===== src/rtl/coin_tracker.sv =====
// ============================================================================
// coin_tracker
// ----------------------------------------------------------------------------
// Coin-collection tracker for Flappy-VGA. Every cycle the bird's bounding box
// is tested against N_COINS coin boxes coming from the coin generator. On a
// collection the module does three things:
//   - it latches a per-coin "taken" flag,
//   - it raises a one-cycle collection strobe,
//   - it adds the number of coins collected that cycle to a saturating score.
// It also keeps a high score and follows the Start/Ack game flow
// (idle -> play -> done -> idle).
//
// Parameters
//   N_COINS     number of coin channels
//   COORD_W     width of every screen coordinate
//   COIN_HEIGHT coin height in pixels
//   SCORE_W     width of the score and high-score counters
//
// Ports
//   Clk         in   single clock, rising edge
//   reset_n     in   asynchronous active-low reset
//   Start       in   begin a game (honoured only in QI)
//   Ack         in   acknowledge game over (honoured only in QDONE)
//   Game_Over   in   level from the pole-collision logic
//   Bird_X_L/R  in   bird left/right edge          [COORD_W]
//   Bird_Y_T/B  in   bird top/bottom edge          [COORD_W]
//   Coin_X_L/R  in   packed coin left/right edges  [N_COINS*COORD_W]
//   Coin_Y      in   packed coin top edges         [N_COINS*COORD_W]
//   Coin_Valid  in   coin i is on screen           [N_COINS]
//   Coin_Taken  out  coin i has been collected     [N_COINS]
//   Coin_Pulse  out  one-cycle strobe on any collection
//   Score       out  coins collected this game     [SCORE_W]
//   High_Score  out  best score since reset        [SCORE_W]
//   State       out  QI=0, QPLAY=1, QDONE=2
// ============================================================================
module coin_tracker #(
    parameter int N_COINS     = 4,
    parameter int COORD_W     = 10,
    parameter int COIN_HEIGHT = 20,
    parameter int SCORE_W     = 8
) (
    input  logic                         Clk,
    input  logic                         reset_n,
    input  logic                         Start,
    input  logic                         Ack,
    input  logic                         Game_Over,
    input  logic [COORD_W-1:0]           Bird_X_L,
    input  logic [COORD_W-1:0]           Bird_X_R,
    input  logic [COORD_W-1:0]           Bird_Y_T,
    input  logic [COORD_W-1:0]           Bird_Y_B,
    input  logic [N_COINS*COORD_W-1:0]   Coin_X_L,
    input  logic [N_COINS*COORD_W-1:0]   Coin_X_R,
    input  logic [N_COINS*COORD_W-1:0]   Coin_Y,
    input  logic [N_COINS-1:0]           Coin_Valid,
    output logic [N_COINS-1:0]           Coin_Taken,
    output logic                         Coin_Pulse,
    output logic [SCORE_W-1:0]           Score,
    output logic [SCORE_W-1:0]           High_Score,
    output logic [1:0]                   State
);

    // Coordinates are compared one bit wider so Coin_Y + COIN_HEIGHT never wraps.
    localparam int EXT_W = COORD_W + 1;
    // Enough bits to hold a popcount of 0..N_COINS.
    localparam int CNT_W = $clog2(N_COINS + 1);
    // Score plus popcount fits here without overflow, so saturation is exact.
    localparam int SUM_W = SCORE_W + CNT_W;

    localparam logic [EXT_W-1:0]   L_COIN_H    = EXT_W'(COIN_HEIGHT);
    localparam logic [SCORE_W-1:0] L_SCORE_MAX = {SCORE_W{1'b1}};

    typedef enum logic [1:0] {
        QI    = 2'd0,
        QPLAY = 2'd1,
        QDONE = 2'd2
    } state_t;

    // ------------------------------------------------------------------------
    // State
    // ------------------------------------------------------------------------
    state_t               r_state;
    logic [N_COINS-1:0]   r_taken;
    logic                 r_pulse;
    logic [SCORE_W-1:0]   r_score;
    logic [SCORE_W-1:0]   r_high_score;

    state_t               w_state_nxt;
    logic [N_COINS-1:0]   w_taken_nxt;
    logic                 w_pulse_nxt;
    logic [SCORE_W-1:0]   w_score_nxt;
    logic [SCORE_W-1:0]   w_high_score_nxt;

    // ------------------------------------------------------------------------
    // Bounding-box overlap, one comparator set per coin
    // ------------------------------------------------------------------------
    logic [EXT_W-1:0]     w_bird_xl;
    logic [EXT_W-1:0]     w_bird_xr;
    logic [EXT_W-1:0]     w_bird_yt;
    logic [EXT_W-1:0]     w_bird_yb;
    logic [N_COINS-1:0]   w_overlap;

    assign w_bird_xl = {1'b0, Bird_X_L};
    assign w_bird_xr = {1'b0, Bird_X_R};
    assign w_bird_yt = {1'b0, Bird_Y_T};
    assign w_bird_yb = {1'b0, Bird_Y_B};

    for (genvar g = 0; g < N_COINS; g++) begin : g_coin
        logic [EXT_W-1:0] w_coin_xl;
        logic [EXT_W-1:0] w_coin_xr;
        logic [EXT_W-1:0] w_coin_yt;
        logic [EXT_W-1:0] w_coin_yb;

        assign w_coin_xl = {1'b0, Coin_X_L[g*COORD_W +: COORD_W]};
        assign w_coin_xr = {1'b0, Coin_X_R[g*COORD_W +: COORD_W]};
        assign w_coin_yt = {1'b0, Coin_Y[g*COORD_W +: COORD_W]};
        assign w_coin_yb = w_coin_yt + L_COIN_H;

        // Strict inequalities: boxes that only share an edge do not overlap.
        assign w_overlap[g] = (w_bird_xr > w_coin_xl) &&
                              (w_bird_xl < w_coin_xr) &&
                              (w_bird_yb > w_coin_yt) &&
                              (w_bird_yt < w_coin_yb);
    end

    // ------------------------------------------------------------------------
    // Hit qualification
    // ------------------------------------------------------------------------
    // A coin that is already taken cannot hit again. This is what makes a
    // continuously overlapping coin count once until the generator re-arms it.
    // Game_Over suppresses hits in the same cycle, so the score committed to
    // the high score never includes a coin touched on the losing frame.
    logic                 w_collect_en;
    logic [N_COINS-1:0]   w_hit;

    assign w_collect_en = (r_state == QPLAY) && !Game_Over;
    assign w_hit        = w_overlap & Coin_Valid & ~r_taken & {N_COINS{w_collect_en}};

    // ------------------------------------------------------------------------
    // Popcount of hits and saturating score add
    // ------------------------------------------------------------------------
    logic [CNT_W-1:0]     w_hit_cnt;
    logic [SUM_W-1:0]     w_score_sum;
    logic [SCORE_W-1:0]   w_score_sat;

    // NOTE: every signal written in an always_comb gets a default on entry;
    // if any path leaves one unassigned, synthesis infers a latch for it.
    always_comb begin
        w_hit_cnt = '0;
        for (int i = 0; i < N_COINS; i++) begin
            w_hit_cnt = w_hit_cnt + CNT_W'(w_hit[i]);
        end
    end

    assign w_score_sum = SUM_W'(r_score) + SUM_W'(w_hit_cnt);
    assign w_score_sat = (w_score_sum > SUM_W'(L_SCORE_MAX)) ? L_SCORE_MAX
                                                             : w_score_sum[SCORE_W-1:0];

    // ------------------------------------------------------------------------
    // Next-state and datapath update
    // ------------------------------------------------------------------------
    always_comb begin
        w_state_nxt      = r_state;
        w_taken_nxt      = r_taken;
        w_pulse_nxt      = 1'b0;
        w_score_nxt      = r_score;
        w_high_score_nxt = r_high_score;

        case (r_state)
            QI: begin
                w_taken_nxt = '0;
                w_score_nxt = '0;
                if (Start) begin
                    w_state_nxt = QPLAY;
                end
            end

            QPLAY: begin
                // Dropping Coin_Valid re-arms a coin. It wins over a hit in
                // the same cycle, because w_hit already requires Coin_Valid.
                w_taken_nxt = (r_taken | w_hit) & Coin_Valid;
                w_pulse_nxt = |w_hit;
                w_score_nxt = w_score_sat;
                if (Game_Over) begin
                    w_state_nxt = QDONE;
                    // The score cannot change on this edge because hits are
                    // suppressed, so r_score is the final game score.
                    if (r_score > r_high_score) begin
                        w_high_score_nxt = r_score;
                    end
                end
            end

            QDONE: begin
                // Everything is frozen until the player acknowledges.
                if (Ack) begin
                    w_state_nxt = QI;
                    w_taken_nxt = '0;
                    w_score_nxt = '0;
                end
            end

            default: begin
                w_state_nxt = QI;
                w_taken_nxt = '0;
                w_score_nxt = '0;
            end
        endcase
    end

    // ------------------------------------------------------------------------
    // Registers
    // ------------------------------------------------------------------------
    // NOTE: sequential state uses non-blocking assignments, so every register
    // samples its pre-edge next value no matter how the statements are ordered.
    always_ff @(posedge Clk or negedge reset_n) begin
        if (!reset_n) begin
            r_state      <= QI;
            r_taken      <= '0;
            r_pulse      <= 1'b0;
            r_score      <= '0;
            r_high_score <= '0;
        end else begin
            r_state      <= w_state_nxt;
            r_taken      <= w_taken_nxt;
            r_pulse      <= w_pulse_nxt;
            r_score      <= w_score_nxt;
            r_high_score <= w_high_score_nxt;
        end
    end

    assign Coin_Taken = r_taken;
    assign Coin_Pulse = r_pulse;
    assign Score      = r_score;
    assign High_Score = r_high_score;
    assign State      = r_state;

endmodule


===== config.mk =====
export PLATFORM = sky130hd
export DESIGN_NAME = coin_tracker
export DESIGN_NICKNAME = d
export VERILOG_FILES = /design/src/rtl/coin_tracker.sv
export SDC_FILE = /design/constraint.sdc
export NUM_CORES = 1
export LEC_CHECK = 0
export ABC_AREA = 1
export BUFFER_PORTS_ARGS = -buffer_cell sky130_fd_sc_hd__buf_2
export CAP_MARGIN = 40
export CELL_PAD_IN_SITES_DETAIL_PLACEMENT = 0
export CELL_PAD_IN_SITES_GLOBAL_PLACEMENT = 1
export CORE_AREA = 5 5 142 157
export CTS_BUF_LIST = sky130_fd_sc_hd__clkbuf_16
export DETAILED_ROUTE_END_ITERATION = 7
export DIE_AREA = 0 0 147 162
export PLACE_DENSITY_LB_ADDON = 0.08
export SKIP_CTS_REPAIR_TIMING = 1
export SLEW_MARGIN = 15
export SYNTH_ARGS = -nofsm -noshare
export SYNTH_HDL_FRONTEND = slang
export SYNTH_SLANG_ARGS = --single-unit

===== constraint.sdc =====
create_clock -name Clk -period 7.04 [get_ports Clk]
set_clock_uncertainty 0.05 [all_clocks]
set_input_delay 0 -clock Clk [delete_from_list [all_inputs] [get_ports Clk]]
set_output_delay 0 -clock Clk [all_outputs]
set_load 0.01 [all_outputs]

# Word level (Yosys, flattened, before mapping)
# Index checks and enable logic that the tools add are counted.
[word_totals]
inputBits = 169
register_bits = 23
output_inout_bits = 23
wordCells = 70
[op_classes]
bitwise = 6
eq_ne = 5
magnitude_cmp = 18
muxes = 10
add_sub_neg = 8
reduce_logical = 18
[ops]
columns = ["operator", "count"]
rows = [
  ["$gt 10x10->1", 8],
  ["$add 10x5->11 const B", 4],
  ["$lt 10x11->1", 4],
  ["$lt 10x10->1", 4],
  ["$and 4x4->4", 4],
  ["$mux 8", 2],
  ["$pmux 8 s2", 1],
  ["$logic_and 1x1->1", 13],
  ["$add 8x3->9", 1],
  ["$gt 9x8->1 const B", 1],
  ["$gt 8x8->1", 1],
  ["$pmux 4 s2", 1],
  ["$mux 2", 3],
  ["$ne 2x2->1 const B", 3],
  ["$pmux 2 s3", 1],
  ["$reduce_and 3->1", 2],
  ["$mux 4", 1],
  ["$not 4->4", 1],
  ["$or 4x4->4", 1],
  ["$reduce_or 4->1", 1],
  ["$add 2x1->3", 1],
  ["$add 3x1->3", 1],
  ["$add 1x1->2", 1],
  ["$eq 2x1->1 const B", 1],
  ["4 further kinds", 4],
]

# Longest topological paths before layout
# Gate-level depths: netlist of run 1.
[depth]
depth_word = 14
mapped_depth = 24
mapped_depth_nobuf = 24

# Worst setup path after synthesis of run 1
# No wires, ideal clock.
[synth_timing]
path_type = "input to register"
start = "input port Coin_Y[22]"
end = "register r_score[0], in the netlist Score[0]"
arrival_time_ns = 3.393
n_path_buf = 0
setup_slack_ns = 3.468
setup_ns = 0.129
stages = 23
cell_sequence = "ha_1 > nor2_1 > nor2_2 > xor2_1 > ha_1 > a21o_1 > nor2_1 > nand2_1 > nand2_1 > nand2_1 > nand2_1 > nor3b_1 > fa_1 > fa_1 > fa_1 > nand2_1 > inv_1 > nand2_1 > nor3_4 > nand3_1 > inv_1 > o21ai_0 > o21ai_0"
[synth_between]
elab_chain_cells = 12
elab_cells_between_ends = 14
classes_between = "add/sub (4); order compare (3); mux (2); bitwise (3); reduce/logical (2)"
[synth_rtl]
columns = ["item", "line_no", "text"]
rows = [
  ["start, declared", "53", "input logic [N_COINS*COORD_W-1:0] Coin_Y,"],
  ["$add 10x5->11 / $gt 10x10->1 (equally long branches)", "116, 121", ""],
  ["$lt 10x11->1 / $logic_and 1x1->1 (equally long branches)", "122, 120", ""],
  ["$logic_and 1x1->1 (*)", "121", "(w_bird_yb > w_coin_yt) &&"],
  ["$and 4x4->4 (*) (3 in series)", "136", "assign w_hit = w_overlap & Coin_Valid & ~r_taken & {N_COINS{w_collect_en}};"],
  ["$add 2x1->3 (*)", "150", "w_hit_cnt = w_hit_cnt + CNT_W'(w_hit[i]);"],
  ["$add 3x1->3 (*)", "150", ""],
  ["$add 8x3->9 (*)", "154", "assign w_score_sum = SUM_W'(r_score) + SUM_W'(w_hit_cnt);"],
  ["$gt 9x8->1", "155", "assign w_score_sat = (w_score_sum > SUM_W'(L_SCORE_MAX)) ? L_SCORE_MAX"],
  ["$mux 8 (*)", "155", ""],
  ["$pmux 8 s2 (*)", "168", "case (r_state)"],
  ["end signal, assigned", "226", "r_score <= w_score_nxt;"],
  ["end, declared", "84", "logic [SCORE_W-1:0] r_score;"],
]
# Every way passes the cells marked *; elsewhere a longest branch is shown, timed or not.
# A chain may end at the register's enable or synchronous reset.

# Worst setup path after layout of run 1
[layout_timing]
start = "input port Coin_Y[22]"
end = "register r_score[1], in the netlist Score[1]"
# Same word-level chain as after synthesis.

==> out/summary.txt, run 1 <==
Global-route wire length before repair: 28.9 mm
Tightest Hold Check Type: in -> reg
Hold WS: 0.0131 ns
CTS Root Cell: clkbuf_16
Drt wl/cell: 13.1 um
Post-Route WL: 18.2 mm
Flops & latches, synth: 23
HP Start: Game_Over
Slew margin rel.: 0.554
CTS tree: built
RSZ-0062 raised after global routing: no
Worst Setup SP: Coin_Y[22]
Status: finished clean
Critical path data arrival time: 4.07 ns
Sequential power share: 0.216
Total CTS buffers: 3
Yosys cell types: 33
Antenna Violating Nets Remaining: 0
Post-synthesis average cell area: 6.46 um^2
Fin nets: 1468
Vias per cell: 4.30
Die width: 147 um
CP most frequent cell: nand2_1
Vias: 5957
Synth Cell Area: 0.00604 mm^2
DIE HEIGHT: 162 um
Fin. Hold Viols: 0
Wire length on met1: 8.34 mm
Dpl hpwl: 16.9 mm
Metal3 WL: 581 um
Port bufs: 191
Die area: 0.0238 mm^2
Final setup TNS: 0 ns
Gr ovfl total: 0
Starting DRT DRC Count: 171
I/O Pins: 192
Internal: 397 uW
Syn_nets: 1272
Core area: 0.0204 mm^2
Yosys top cell by area: ha_1
Switching power: 310 uW
Top_reg_cell synth: dfrtp_1
Final min period: 3.98 ns
Combinational share of power: 0.613
Share of cells above drive strength 1: 0.194
CP startpoint kind: input port
Antenna violations before repair: 0
Vias in the first global route: 5815
Sequential cell area fraction in the yosys report: 0.0953
Switching Share: 0.438
DRC viols: 0
Worst IR drop on VDD: 0.0000646 V
GPL Wtd Cong: 0.764
Area added between synthesis and finish: 22.5%
Share of flip-flops with an asynchronous set or reset: 1.00
TritonCTS Sinks: 23
Ranking of synthesized cells by area: ha_1, nand2_1, inv_1
Clk_lat worst skew: 0.25 ns
Starting Density: 0.296
Leakage power: 4.67 nW
Worst path cell trace: buf_2 > ha_1 > nor2_1 > nor2_2 > xor2_1 > ha_1 > a21o_1 > nor2_1 > nand2_1 > nand2_1 > nand2_1 > nand2_1 > nor3b_1 > fa_1 > fa_1 > fa_1 > nand2_1 > inv_1 > nand2_1 > nor3_4 > nand3_1 > inv_1 > o21ai_0 > o21ai_0
Period utilization: 0.566
Worst slew pin tran: 0.663 ns
Reg clk slew, reported paths: 0.06 ns
Final setup violation count: 0
Largest net degree at the start of global routing: 24
Maximum Capacitance Violations: 0
Crit path capture type: flip-flop
Crit Path Max Fanout: 4
PD cells: 95.6 mW/mm^2
CP required: 7.12 ns
H-tree levels: 1
Clock power frac: 0.171
Critical R2R Launch: State[1]
Highest Signal Layer: met4
Critical-path top delay cell: fa_1
Clk buf depth: 2
GRT Util Overall: 0.148
N_diodes: 0
Slowest stage delay, CP: 0.51 ns
Fin. max-slew vios: 0
Crit Path Class: in -> reg
Routed wl met2: 9.21 mm
# rows: 55
Post-synthesis cell count: 935
Number of synthesized flops with an enable pin: 0
Synth top area share: 0.342
Peak Freq: 0.251 GHz
First-pass detailed-route iteration total: 5
Yosys warns: 0
==> placed cells by master, fill, tap and decap left out, types with 8 or more instances in the layout <==
master,instances
nand3b_1,8
o21ai_2,8
nand3_1,29
nand4_1,9
dfrtp_1,23
inv_1,214
nand2_1,253
a21o_1,12
o21ai_0,16
a21oi_1,47
ha_1,165
nor3_1,8
nor2_1,76
buf_2,191
xor2_1,25
==> power groups by stage <==
stage                     Sequential [mW]  Combinational [mW]  Clock [mW]
after global placement              0.155               0.443           0
after floorplan                     0.160               0.277           0
after CTS                           0.153               0.445       0.125
after detailed placement            0.155               0.443           0
final                               0.153               0.433       0.121
after global routing                0.155               0.511       0.131
==> worst max-delay path, delay by kind of cell <==
kind / cells / cell delay, ns
fa+ha+maj: 5 / 1.92
compound gates: 3 / 0.41
xor+xnor: 1 / 0.14
simple gates: 12 / 1.32
buf+inv: 3 / 0.27
==> area by class of cell <==
type | count | area [um^2]
fill | 2312 | 13000
multi-input combinational | 694 | 4640
timing repair buffer | 193 | 976
inverter | 216 | 811
sequential | 23 | 576
tap | 256 | 320
clock buffer | 3 | 75.1
clock inverter | 1 | 3.75
==> state kept, by name, indices dropped and copies added (netlist names) <==
name / flops
Coin_Taken: 4
State: 2
Coin_Pulse: 1
High_Score: 8
Score: 8
==> worst paths after layout <==
| path | depth (start not counted) | end | slack, ns |
|---|---|---|---|
| setup / recovery | 24 | Score[1] | 3.06 |
| hold / removal | 4 | State[0] | 0.01 |
| setup reg to reg | 18 | Score[1] | 3.26 |
| hold reg to reg | 2 | High_Score[7] | 0.46 |
| max in group asynchronous | 2 | Coin_Taken[2] | 6.35 |
| min in group asynchronous | 2 | Score[0] | 0.22 |
==> stage by stage <==
step	instance area (um^2)	util	total power [mW]	std cells	setup slack, ns
after floorplan	6040	-	0.438	935	3.47
final	7400	0.362	0.707	1386	3.06
after detailed placement	7300	0.357	0.598	1380	2.74
after global placement	7300	0.357	0.598	1380	2.79
after CTS	7380	0.361	0.723	1384	2.99
after global routing	7400	0.362	0.797	1386	2.68
==> metal layers <==
metal	vias up	track usage
li1	3345	-
met1	2505	0.191
met2	105	0.279
met3	2	0.0126
met4	0	0.0102
met5	-	0
==> cell families after synthesis <==
family	count (synthesis)	share of synthesized area
AND/OR/NAND/NOR	396	0.273
buffers and inverters	218	0.137
adder cells (fa/ha/maj)	168	0.352
AO/OA/AOI/OAI	105	0.107
XOR/XNOR	25	0.0363
flip-flops	23	0.0953
==> cells in the mapped netlist, types with 2 or more instances <==
cell type and n:
a21o_1 12, nor3_1 8, nor3_2 3, a21boi_0 5
dfrtp_1 23, o21ai_2 8, o21a_1 2, nand2_2 2
nand4_1 9, xor2_1 25, nor2_1 76, ha_1 165
o21ai_0 16, nand3_1 29, nand2_1 253, nor2_2 4
inv_2 3, nand3b_1 8, a22oi_1 4, o22ai_1 3
o21bai_1 5, a21oi_1 47, fa_1 3, inv_1 213
(Power assumes the default switching activity.)
==> inputs of run 2 (changes only) <==
==> constraint.sdc (replaced) <==
create_clock -name Clk -period 4.1 [get_ports Clk]
set_clock_uncertainty 0.05 [all_clocks]
set_input_delay 0 -clock Clk [delete_from_list [all_inputs] [get_ports Clk]]
set_output_delay 0 -clock Clk [all_outputs]
set_load 0.01 [all_outputs]
==> run 2 against run 1 <==
Compared with the run above:
- non-clock buffer count increased by 4
- first-iteration DRC count decreased by 9.9%
- die area unchanged
- via count about the same
- count of clock-buffer cells in the layout unchanged
- critical path type unchanged
==> out/summary.txt, run 2 (synthesized netlist as in run 1, its figures left out) <==
Placed Instance Area: 0.00733 mm^2 (+0.41%)
Area added between synthesis and finish: 23.3%
Share of cells above drive strength 1: 0.200 (+0.00637)
Final setup violation count: 0 (unchanged)
Critical R2R Launch: State[1]
Drt wl/cell: 13.1 um (+0.20%)
N_diodes: 0 (unchanged)
Total CTS buffers: 3 (unchanged)
First-pass detailed-route iteration total: 4 (-1)
Vias: 5953 (-0.067%)
Gr ovfl total: 0 (unchanged)
CTS Root Cell: clkbuf_16
Clk buf depth: 2 (unchanged)
H-tree levels: 1 (unchanged)
PD cells: 165 mW/mm^2 (+73%)
Reg clk slew, reported paths: 0.06 ns (about the same)
RSZ-0062 raised after global routing: no
Maximum Capacitance Violations: 0 (unchanged)
Hold WS: 0.00597 ns (-0.00708 ns)
GRT Util Overall: 0.149 (+0.00179)
Post-Route WL: 18.2 mm (+0.48%)
Crit Path Class: in -> reg
Final min period: 3.71 ns
Critical-path top delay cell: fa_1
Final non-filler cell total: 1390 (+0.29%)
Fin. max-slew vios: 0 (unchanged)
Worst slew pin tran: 0.631 ns (-0.0320 ns)
Crit-path leading delay family: adder cells
Commonest cells after routing, fill and taps aside: nand2_1, inv_1, buf_2
CP required: 4.19 ns (-2.93 ns)
Buf/Inv on CP: 3 (unchanged)
Crit path capture type: flip-flop
Fin. Hold Viols: 0 (unchanged)
Dpl hpwl: 16.9 mm (+0.30%)
Worst IR drop on VDD: 0.000103 V (+60%)
CP most frequent cell: nand2_1
Slew margin rel.: 0.576 (+0.0215)
Antenna Violating Nets Remaining: 0 (unchanged)
GPL Wtd Cong: 0.770 (+0.67%)
Crit Path Max Fanout: 4 (unchanged)
Pre-CTS worst setup slack: -0.136 ns (-2.87 ns)
Core Util, Final: 0.364 (+0.00239)
Fin nets: 1472 (+0.27%)
Die width: 147 um (unchanged)
# rows: 55 (unchanged)
Tightest Hold Check Type: in -> reg
Die area: 0.0238 mm^2 (unchanged)
Critical path data arrival time: 3.79 ns (-0.28 ns)
I/O Pins: 192 (unchanged)
Commonest non-fill, non-tap cell in the layout: nand2_1
Worst Setup SP: Coin_Y[22]
Antenna violations before repair: 0 (unchanged)
Placed cell count: 1384 (+0.29%)
Period utilization: 0.904
DRC viols: 0 (unchanged)
TritonCTS Sinks: 23 (unchanged)
Worst path cell trace: buf_2 > ha_1 > nor2_1 > nor2_2 > xor2_1 > ha_1 > a21o_1 > nor2_1 > nand2_1 > nand2_1 > nand2_1 > nand2_1 > nor3b_4 > fa_1 > fa_2 > fa_1 > nand2_1 > inv_1 > nand2_1 > nor3_4 > nand3_1 > inv_1 > o21ai_0 > o21ai_0
CP startpoint kind: input port
Peak Freq: 0.270 GHz
Global-route wire length before repair: 29.2 mm (+1.2%)
Status: finished clean
Vias per cell: 4.28 (-0.35%)
Setup WS post-layout: 0.394 ns (-2.66 ns)
Leakage power: 4.69 nW (+0.45%)
Clk_lat worst skew: 0.26 ns (about the same)
HP Start: Coin_Valid[0]
Starting DRT DRC Count: 154 (-9.9%)
Port bufs: 191 (unchanged)
Starting Density: 0.296 (unchanged)
Vias in the first global route: 6005 (+3.3%)
Core area: 0.0204 mm^2 (unchanged)
Largest net degree at the start of global routing: 24 (unchanged)
CTS tree: built
Post-route cell area: 0.00745 mm^2 (+0.66%)
Slowest stage delay, CP: 0.48 ns (-0.03 ns)
DIE HEIGHT: 162 um (unchanged)
==> run 2: power by group <==
part           internal (mW)  switching [mW]  leakage (nW)
Combinational          0.308           0.440          4.33
Clock                  0.131          0.0854        0.0409
Sequential             0.247          0.0163         0.318
==> run 2: cell type report <==
class	count	area (um^2)
Sequential cell	23	576
Fill cell	2333	13000
Multi-Input combinational cell	694	4660
Clock buffer	3	75.1
Timing Repair Buffer	197	1010
Inverter	216	811
Tap cell	256	320
Clock inverter	1	5.00
==> run 2: stage by stage <==
step,power [mW],setup TNS [ns]
6_report,1.23,0
2_1_floorplan,0.752,0
4_1_cts,1.25,0
5_1_grt,1.38,0
3_3_place_gp,1.03,-0.494
3_5_place_dp,1.03,-0.605
==> run 2: worst paths after layout <==
path                            endpoint  slack (ns)  depth (start not counted)
max reg2reg                     Score[1]        0.50                         18
max                             Score[1]        0.39                         24
max in group asynchronous       State[1]        3.41                          2
min in group asynchronous       Score[0]        0.21                          2
min                        Coin_Taken[0]       0.006                          3
min reg2reg                High_Score[5]        0.46                          2
==> run 2: worst min-delay path, cell delays in order <==
cell and delay (ns):
buf_2 0.09, a22oi_1 0.07, a21oi_1 0.11
==> run 2: routing by layer <==
| metal | global-route usage | routed length [um] | vias to the layer above |
|---|---|---|---|
| met1 | 0.190 | 8420 | 2490 |
| li1 | - | - | 3350 |
| met2 | 0.286 | 9200 | 109 |
| met4 | 0.0140 | 89 | 0 |
| met5 | 0 | 0 | - |
| met3 | 0.0106 | 536 | 4 |
==> inputs of run 3 (changes only) <==
--- a/config.mk
+++ b/config.mk
@@ -5,15 +5,15 @@
 export SDC_FILE = /design/constraint.sdc
 export NUM_CORES = 1
 export LEC_CHECK = 0
-export ABC_AREA = 1
+export ABC_AREA = 0
 export BUFFER_PORTS_ARGS = -buffer_cell sky130_fd_sc_hd__buf_2
 export CAP_MARGIN = 40
 export CELL_PAD_IN_SITES_DETAIL_PLACEMENT = 0
 export CELL_PAD_IN_SITES_GLOBAL_PLACEMENT = 1
-export CORE_AREA = 5 5 142 157
+export CORE_AREA = 5 5 135 150
 export CTS_BUF_LIST = sky130_fd_sc_hd__clkbuf_16
 export DETAILED_ROUTE_END_ITERATION = 7
-export DIE_AREA = 0 0 147 162
+export DIE_AREA = 0 0 140 155
 export PLACE_DENSITY_LB_ADDON = 0.08
 export SKIP_CTS_REPAIR_TIMING = 1
 export SLEW_MARGIN = 15
==> run 3 against run 2 <==
Compared with the run above:
- clock power about the same
- first-iteration DRC count up 11%
- core utilization up 1.6 points
- synthesized area down 10%
- synthesized cell count down 27%
- worst setup slack worse by 0.22 ns
- critical path depth down 9
- sequential power down 9.1%
- critical endpoint is now Score[7]
==> out/summary.txt, run 3 <==
Area added between synthesis and finish: 31.0%
PD cells: 155 mW/mm^2 (-6.1%)
Largest net degree at the start of global routing: 24 (unchanged)
Post-synthesis cell count: 682 (-27%)
CP startpoint kind: flip-flop
Fin nets: 1253 (-15%)
Worst Setup SP: State[1]
CTS Root Cell: clkbuf_16
Final min period: 3.93 ns (+0.220 ns)
HP Start: Coin_Valid[3]
GRT Util Overall: 0.175 (+0.0260)
Most numerous cell in the Yosys netlist: ha_1
Fin. max-slew vios: 0 (unchanged)
Die width: 140 um (-4.8%)
Flops & latches, synth: 23 (unchanged)
DRC viols: 0 (unchanged)
Total CTS buffers: 3 (unchanged)
Yosys warns: 0 (unchanged)
Period utilization: 0.958 (+0.0537)
Starting DRT DRC Count: 171 (+11%)
Vias in the first global route: 5899 (-1.8%)
Clk_lat worst skew: 0.26 ns (about the same)
Leakage power: 4.06 nW (-13%)
Share of flip-flops with an asynchronous set or reset: 1.00 (unchanged)
Final setup violation count: 0 (unchanged)
Share of cells above drive strength 1: 0.275 (+0.0752)
Vias: 5579 (-6.3%)
Crit path capture type: flip-flop
Top_reg_cell synth: dfrtp_1
Clk buf depth: 2 (unchanged)
Placed Instance Area: 0.00695 mm^2 (-5.3%)
Tightest Hold Check Type: in -> reg
Syn_nets: 1019 (-20%)
Critical path data arrival time: 4.03 ns (+0.24 ns)
DIE HEIGHT: 155 um (-4.3%)
Post-route cell area: 0.00711 mm^2 (-4.5%)
Die area: 0.0217 mm^2 (-8.9%)
Slew margin rel.: 0.537 (-0.0393)
Hold WS: 0.0163 ns (+0.0103 ns)
Critical R2R Launch: State[1]
CTS tree: built
Peak Freq: 0.255 GHz (-5.6%)
First-pass detailed-route iteration total: 4 (unchanged)
Number of synthesized flops with an enable pin: 0 (unchanged)
# rows: 53 (-3.6%)
TritonCTS Sinks: 23 (unchanged)
Antenna violations before repair: 2 (+2)
Ranking of synthesized cells by area: ha_1, dfrtp_1, inv_1
Crit Path Max Fanout: 3 (-1)
Sequential cell area fraction in the yosys report: 0.106 (+0.0107)
Reg clk slew, reported paths: 0.06 ns (about the same)
Post-synthesis average cell area: 7.96 um^2 (+23%)
Vias per cell: 4.80 (+12%)
Crit Path Class: reg -> reg
Worst slew pin tran: 0.678 ns (+0.0463 ns)
Commonest non-fill, non-tap cell in the layout: buf_2
Gr ovfl total: 0 (unchanged)
Commonest cells in the netlist: ha_1, inv_1, a21oi_1
Yosys top cell by area: ha_1
Status: finished clean
Dpl hpwl: 17.9 mm (+5.7%)
Post-Route WL: 19.5 mm (+6.8%)
Maximum Capacitance Violations: 0 (unchanged)
Fin. Hold Viols: 0 (unchanged)
Port bufs: 191 (unchanged)
CP required: 4.20 ns (about the same)
H-tree levels: 1 (unchanged)
Synth Cell Area: 0.00543 mm^2 (-10%)
Commonest cells after routing, fill and taps aside: buf_2, ha_1, inv_1
Yosys cell types: 52 (+58%)
GPL Wtd Cong: 0.848 (+10%)
Worst IR drop on VDD: 0.000123 V (+20%)
Starting Density: 0.290 (-0.00526)
Drt wl/cell: 16.8 um (+28%)
I/O Pins: 192 (unchanged)
Synth top area share: 0.380 (+0.0385)
RSZ-0062 raised after global routing: yes
Global-route wire length before repair: 30.6 mm (+4.7%)
Antenna Violating Nets Remaining: 0 (unchanged)
Core area: 0.0187 mm^2 (-8.5%)
Core Util, Final: 0.380 (+0.0158)
-- run 3: per-layer routing --
metal	up-vias	global-route usage	wire length, um
li1	2917	-	-
met1	2519	0.211	8290
met2	122	0.329	10000
met3	19	0.0246	839
met4	2	0.0411	345
met5	-	0	13
-- run 3: cell type report --
class                           count  area (um^2)
Sequential cell                    23          576
Tap cell                          247          309
Timing Repair Buffer              231         1260
Multi-Input combinational cell    513         4340
Antenna cell                        1         2.50
Fill cell                        2055        11600
Clock buffer                        3         75.1
Inverter                          144          541
Clock inverter                      1         3.75
-- run 3: kinds of logic (layout without fill, tap and decap cells) --
kind of cell    after synthesis  after routing  share of synthesized area
xor+xnor                     24             24                     0.0387
flops                        23             23                      0.106
simple gates                145            145                      0.142
fa+ha+maj                   168            168                      0.391
buf+inv                     146            379                      0.101
mux                           9              9                     0.0177
other cells                   0              1                          0
compound gates              167            167                      0.203
-- run 3: where the power goes --
group / leakage [nW] / switching [mW] / internal (mW)
logic: 3.71 / 0.348 / 0.298
clock network: 0.0423 / 0.0853 / 0.130
registers: 0.303 / 0.00543 / 0.233
-- run 3: through the flow --
stage                     cells  setup slack [ns]  power (mW)  TNS [ns]
after floorplan             682             0.227       0.602         0
after global placement     1152            -0.199       0.876     -1.24
after detailed placement   1153            -0.294       0.892     -1.97
after CTS                  1157           -0.0154        1.11   -0.0193
after global routing       1163           -0.0156        1.22   -0.0321
final                      1163             0.174        1.10         0
-- run 3: worst max-delay path, stage by stage (launching register included) --
cell and delay [ns]:
dfrtp_1 0.41, nor3b_4 0.24, o2111ai_1 0.12, or4_1 0.50
a211oi_2 0.27, o211ai_2 0.18, inv_1 0.10, fa_1 0.43
fa_2 0.37, fa_2 0.37, and3_4 0.16, and3_4 0.18
buf_6 0.11, nand3b_1 0.14, a21oi_1 0.13, nor2_1 0.05
-- run 3: final timing paths --
| check | cells after the start | slack, ns | endpoint |
|---|---|---|---|
| worst max-delay path | 15 | 0.17 | Score[7] |
| worst min-delay path | 3 | 0.02 | Coin_Taken[3] |
| worst max register to register | 15 | 0.17 | Score[7] |
| worst min register to register | 1 | 0.48 | High_Score[3] |
| max in group asynchronous | 2 | 3.45 | State[0] |
| min in group asynchronous | 2 | 0.20 | High_Score[7] |
